File: src/rtl/serial_addsub_ctrl.sv
`default_nettype none
// ============================================================================
//  Module      : serial_addsub_ctrl
//  Description : Bit-serial add/subtract sequencer driving one external fas
//                cell LSB-first, holding each bit SETTLE clocks and
//                registering the carry/borrow between bits.
//  Revision    : 1.0 - initial release
// ============================================================================
module serial_addsub_ctrl #(
    parameter int N      = 8,
    parameter int SETTLE = 2
) (
    input  logic         clk,
    input  logic         rst,
    input  logic         start,
    input  logic         op_a_ns,
    input  logic [N-1:0] op_a,
    input  logic [N-1:0] op_b,
    output logic         busy,
    output logic         done,
    output logic [N-1:0] result,
    output logic         cout,
    output logic         ovf,
    output logic         fa_a,
    output logic         fa_b,
    output logic         fa_cin,
    output logic         fa_a_ns,
    input  logic         fa_s,
    input  logic         fa_cout
);

    localparam int c_CNT_W = (SETTLE > 1) ? $clog2(SETTLE) : 1;
    localparam int c_IDX_W = $clog2(N);

    localparam logic [c_CNT_W-1:0] c_SETTLE_LAST = c_CNT_W'(SETTLE - 1);
    localparam logic [c_IDX_W-1:0] c_LAST_BIT    = c_IDX_W'(N - 1);

    localparam logic [1:0] c_S_IDLE   = 2'd0;
    localparam logic [1:0] c_S_SETTLE = 2'd1;
    localparam logic [1:0] c_S_DONE   = 2'd2;

    logic [1:0]         r_state;
    logic [N-1:0]       r_a_sr;
    logic [N-1:0]       r_b_sr;
    logic               r_a_msb;
    logic               r_b_msb;
    logic               r_op;
    logic               r_carry;
    logic [c_IDX_W-1:0] r_bit_idx;
    logic [c_CNT_W-1:0] r_settle_cnt;
    logic               r_busy;
    logic               r_done;
    logic [N-1:0]       r_result;
    logic               r_cout;
    logic               r_ovf;

    logic               w_in_settle;
    logic               w_ovf;

    // Cell inputs are only live while a bit is being settled.
    always_comb begin
        w_in_settle = (r_state == c_S_SETTLE);
        // fa_s at the last capture is the result MSB.
        if (r_op) begin
            w_ovf = (r_a_msb == r_b_msb) && (fa_s != r_a_msb);
        end else begin
            w_ovf = (r_a_msb != r_b_msb) && (fa_s != r_a_msb);
        end
    end

    assign fa_a    = w_in_settle & r_a_sr[0];
    assign fa_b    = w_in_settle & r_b_sr[0];
    assign fa_cin  = w_in_settle & r_carry;
    assign fa_a_ns = r_op;
    assign busy    = r_busy;
    assign done    = r_done;
    assign result  = r_result;
    assign cout    = r_cout;
    assign ovf     = r_ovf;

    // Sequencer: accept, step bits through the cell, pulse done.
    always_ff @(posedge clk) begin
        if (rst) begin
            r_state      <= c_S_IDLE;
            r_a_sr       <= '0;
            r_b_sr       <= '0;
            r_a_msb      <= 1'b0;
            r_b_msb      <= 1'b0;
            r_op         <= 1'b1;
            r_carry      <= 1'b0;
            r_bit_idx    <= '0;
            r_settle_cnt <= '0;
            r_busy       <= 1'b0;
            r_done       <= 1'b0;
            r_result     <= '0;
            r_cout       <= 1'b0;
            r_ovf        <= 1'b0;
        end else begin
            case (r_state)
                c_S_IDLE: begin
                    r_done <= 1'b0;
                    if (start) begin
                        r_a_sr       <= op_a;
                        r_b_sr       <= op_b;
                        r_a_msb      <= op_a[N-1];
                        r_b_msb      <= op_b[N-1];
                        r_op         <= op_a_ns;
                        r_carry      <= 1'b0;
                        r_bit_idx    <= '0;
                        r_settle_cnt <= '0;
                        r_busy       <= 1'b1;
                        r_state      <= c_S_SETTLE;
                    end
                end
                c_S_SETTLE: begin
                    if (r_settle_cnt == c_SETTLE_LAST) begin
                        // Bit settled: capture sum, carry, advance operands.
                        r_result     <= {fa_s, r_result[N-1:1]};
                        r_carry      <= fa_cout;
                        r_a_sr       <= {1'b0, r_a_sr[N-1:1]};
                        r_b_sr       <= {1'b0, r_b_sr[N-1:1]};
                        r_settle_cnt <= '0;
                        r_bit_idx    <= r_bit_idx + 1'b1;
                        if (r_bit_idx == c_LAST_BIT) begin
                            r_cout  <= fa_cout;
                            r_ovf   <= w_ovf;
                            r_busy  <= 1'b0;
                            r_done  <= 1'b1;
                            r_state <= c_S_DONE;
                        end
                    end else begin
                        r_settle_cnt <= r_settle_cnt + 1'b1;
                    end
                end
                c_S_DONE: begin
                    r_done  <= 1'b0;
                    r_state <= c_S_IDLE;
                end
                default: begin
                    r_busy  <= 1'b0;
                    r_done  <= 1'b0;
                    r_state <= c_S_IDLE;
                end
            endcase
        end
    end

endmodule
`default_nettype wire
File: config.mk
export PLATFORM = sky130hd
export DESIGN_NAME = serial_addsub_ctrl
export DESIGN_NICKNAME = d
export VERILOG_FILES = /design/src/rtl/serial_addsub_ctrl.sv
export SDC_FILE = /design/constraint.sdc
export NUM_CORES = 1
export LEC_CHECK = 0
export BUFFER_PORTS_ARGS = -buffer_cell sky130_fd_sc_hd__buf_4
export CAP_MARGIN = 20
export CELL_PAD_IN_SITES_DETAIL_PLACEMENT = 0
export CELL_PAD_IN_SITES_GLOBAL_PLACEMENT = 1
export CORE_MARGIN = 1.5
export CORE_UTILIZATION = 30
export DETAILED_ROUTE_END_ITERATION = 8
export PLACE_DENSITY_LB_ADDON = 0.1
export SLEW_MARGIN = 10
export SYNTH_ARGS = -nofsm -noshare
export SYNTH_HDL_FRONTEND = slang
export SYNTH_SLANG_ARGS = --single-unit
File: constraint.sdc
create_clock -name clk -period 1.8 [get_ports clk]
set_input_delay 0.18 -clock clk [delete_from_list [all_inputs] [get_ports clk]]
set_output_delay 0.18 -clock clk [all_outputs]
set_load 0.01 [all_outputs]
==> impl_metrics.env <==
export IMPL_clock_skew_final_ns=0.00533
export IMPL_drcViolationCount=0
export IMPL_ys_warn_count=0
export IMPL_status="finished, final reports clean"
export IMPL_rr_endpoint="r_a_sr[0]"
export IMPL_fin_crit_sh_pct=91.3
export IMPL_wl_per_cell_um=13.8
export IMPL_diodes=0
export IMPL_pwr_share_comb_pct=14.7
export IMPL_layout_drive_gt1_share_pct=27.8
export IMPL_ys_seq_area_share_pct=44.2
export IMPL_grt_max_degree=39
export IMPL_finalPower_mw=1.70
export IMPL_grt_antenna_before_repair=0
export IMPL_grt_setup_unrepaired="false"
export IMPL_syn_area_per_cell_um2=8.83
export IMPL_hold_viol_final=0
export IMPL_cp_data_arrival_time_ns=1.78
export IMPL_start_util_pct=31.3
export IMPL_vias=1500
export IMPL_hold_ws_ns=0.104
export IMPL_placed_cell_area_mm2=0.00203
export IMPL_die_y_um=78.8
export IMPL_synth_area_leaders="dfxtp_1 44%, nand2_1 9.4%, a21oi_1 9.3%, a311oi_2 7.8%, buf_6 3.3%"
export IMPL_internal_power_mw=1.26
export IMPL_power_leakage_nw=0.815
export IMPL_post_cts_buffers=0
export IMPL_synthCells=195
export IMPL_synth_top_area_share_pct=44.2
export IMPL_slew_violations=0
export IMPL_synth_top_area_cell="dfxtp_1"
export IMPL_min_path_cells=3
export IMPL_dp_hpwl_mm=2.83
export IMPL_r2r_slack_ns=0.16
export IMPL_ctsHtreeMaxLevel=2
export IMPL_syn_area_mm2=0.00172
export IMPL_hold_path_startpoint="op_a_ns"
export IMPL_grtUsageTotal_pct=14.5
export IMPL_dominantRegCellSynth="dfxtp_1"
export IMPL_netSwitchingFraction_pct=25.8
export IMPL_synth_top_cells_by_count="43 x nand2_1, 38 x dfxtp_1, 32 x a21oi_1"
export IMPL_core_mm2=0.00551
export IMPL_synth_fp_nets=219
export IMPL_dieArea_mm2=0.00620
export IMPL_fmax_mhz=609
export IMPL_path_max_fanout=17
export IMPL_path_class="reg -> reg"
export IMPL_min_to="fa_a_ns"
export IMPL_utilization_pct=38.2
export IMPL_worstReg2RegStart="r_state[1]"
export IMPL_cts_root_buffer="clkbuf_8"
export IMPL_grt_pass1_vias=1485
export IMPL_vdd_drop_max_mv=0.262
export IMPL_grt_pass1_wl_mm=7.12
export IMPL_totalWireLength_mm=4.18
export IMPL_fill_cells=577
export IMPL_synth_cell_types=33
export IMPL_reg2regPathDepth=3
export IMPL_synth_edff_count=0
export IMPL_gp_congestion=0.763
export IMPL_fin_cells=302
export IMPL_hp_class="in -> reg"
export IMPL_nets=254
export IMPL_drt_initial_drc_count=56
export IMPL_cts_sinks=38
export IMPL_power_density_mw_per_mm2=809
export IMPL_netSwitchingPower_uw=439
export IMPL_slew_headroom_pct=63.5
export IMPL_rows=27
export IMPL_cts_tree="done"
export IMPL_syn2layout_area_growth_pct=22.3
export IMPL_sequentialPowerShare_pct=53.4
export IMPL_clockBufferDepth=2
export IMPL_timing_final_ws_setup_ns=0.157
export IMPL_worstMarginPinSlew_ns=0.543
export IMPL_synth_most_common_cell="nand2_1"
export IMPL_clk_pin_slew_ns=0.07
export IMPL_finalInstanceArea_mm2=0.00211
export IMPL_required_ns=1.94
export IMPL_clk_latency_ns=0.28
export IMPL_startpoint_type="register"
export IMPL_cap_viol_max_count=0
export IMPL_dp_cells=295
export IMPL_cts_resized_gates=0
export IMPL_viasPerCell=4.97
export IMPL_hold_buffers=0
export IMPL_synth_seq_cells=38
export IMPL_finalCriticalPeriod_ns=1.64
export IMPL_cts_made_buffers=5
export IMPL_io_pins=38
export IMPL_postSynth_asyncResetShare_pct=0
export IMPL_die_x_um=78.8
export IMPL_antenna_left=0
export IMPL_p_clk_share_pct=31.9
export IMPL_drtPass1Iterations=6
export IMPL_tns_ns=0
export IMPL_setup_viol_count_final=0
export IMPL_pre_cts_ws_ns=0.222
export IMPL_grt_overflow_total=0
export IMPL_worstSetupEndpointType="register"
export IMPL_port_buffers=37
[how the worst max path moves through the flow]
stage / from / endpoint / slack, ns / cells after the start
final: r_state[1] / r_a_sr[0] / 0.16 / 3
after global routing: r_state[1] / r_a_sr[0] / 0.02 / 3
after CTS: r_state[0] / fa_a / 0.14 / 4
after detailed placement: r_state[1] / r_a_sr[0] / 0.22 / 3
after global placement: r_state[1] / r_a_sr[6] / 0.28 / 3
after floorplan: r_state[0] / r_a_sr[0] / 0.54 / 4
[layer usage]
metal / routed length, µm / GRT usage (%) / vias to the layer above / share of wire [%]
met4: 46 / 4.29 / 0 / 1.1
met2: 1900 / 23.1 / 36 / 45
li1: - / - / 758 / -
met1: 2010 / 18.8 / 701 / 48
met3: 234 / 4.48 / 5 / 5.6
met5: 0 / 0 / - / 0
[cells by family after synthesis]
group / Yosys count / share of synthesized area (%)
AO/OA/AOI/OAI: 57 / 23.3
multiplexers: 4 / 2.83
XOR/XNOR: 1 / 0.509
buffers and inverters: 18 / 6.98
AND/OR/NAND/NOR: 75 / 20.8
adder cells (fa/ha/maj): 2 / 1.45
flip-flops: 38 / 44.2
[final cells by class]
class	instances	area [µm²]	share of cell area [%]
inverters	2	7.51	0.357
multi-input cells	139	841	39.9
well taps	72	90.1	4.28
clock buffers	7	76.3	3.62
flip-flops and latches	38	761	36.1
repair buffers	44	330	15.7
[registers in the layout (all words and copies together) (netlist names)]
signal	count
r_b_msb	1
result	8
r_a_sr	8
r_carry	1
r_a_msb	1
r_settle_cnt	1
r_bit_idx	3
fa_a_ns	1
busy	1
done	1
r_state	2
ovf	1
cout	1
r_b_sr	8
[power by group through the flow]
stage                     Combinational, mW  Sequential [mW]  Clock, mW
final                                 0.250            0.910      0.543
after global routing                  0.281            0.914      0.611
after CTS                             0.253            0.909      0.572
after detailed placement              0.253            0.928          0
after global placement                0.247            0.927          0
after floorplan                       0.182            0.923          0
[placed cells by master, fill, tap and decap left out]
cell      count
dfxtp_1      38
mux2_4        1
nor3_1        4
and2_1        3
nand3b_1      1
xor2_1        1
a311oi_2      9
nor3b_1       1
or3b_2        1
nand3_1       8
or2_0         1
nand2_1      43
a21oi_1      32
nor2_4        1
buf_4        44
and4b_1       1
nor2b_1       3
ha_1          2
mux2i_1       2
mux2i_2       1
nand2b_1      1
a211oi_1      1
o21ai_0       9
nor2_1        3
clkinv_1      1
clkbuf_1      2
nand3b_2      1
clkbuf_8      5
inv_1         1
nand4_1       3
a311oi_1      5
a21oi_2       1
[critical path, cell delays in order, from the launching register on]
cell	delay, ns
dfxtp_1	0.53
clkinv_1	0.54
a21oi_1	0.36
a311oi_2	0.07
Power figures use the tool's default switching activity.
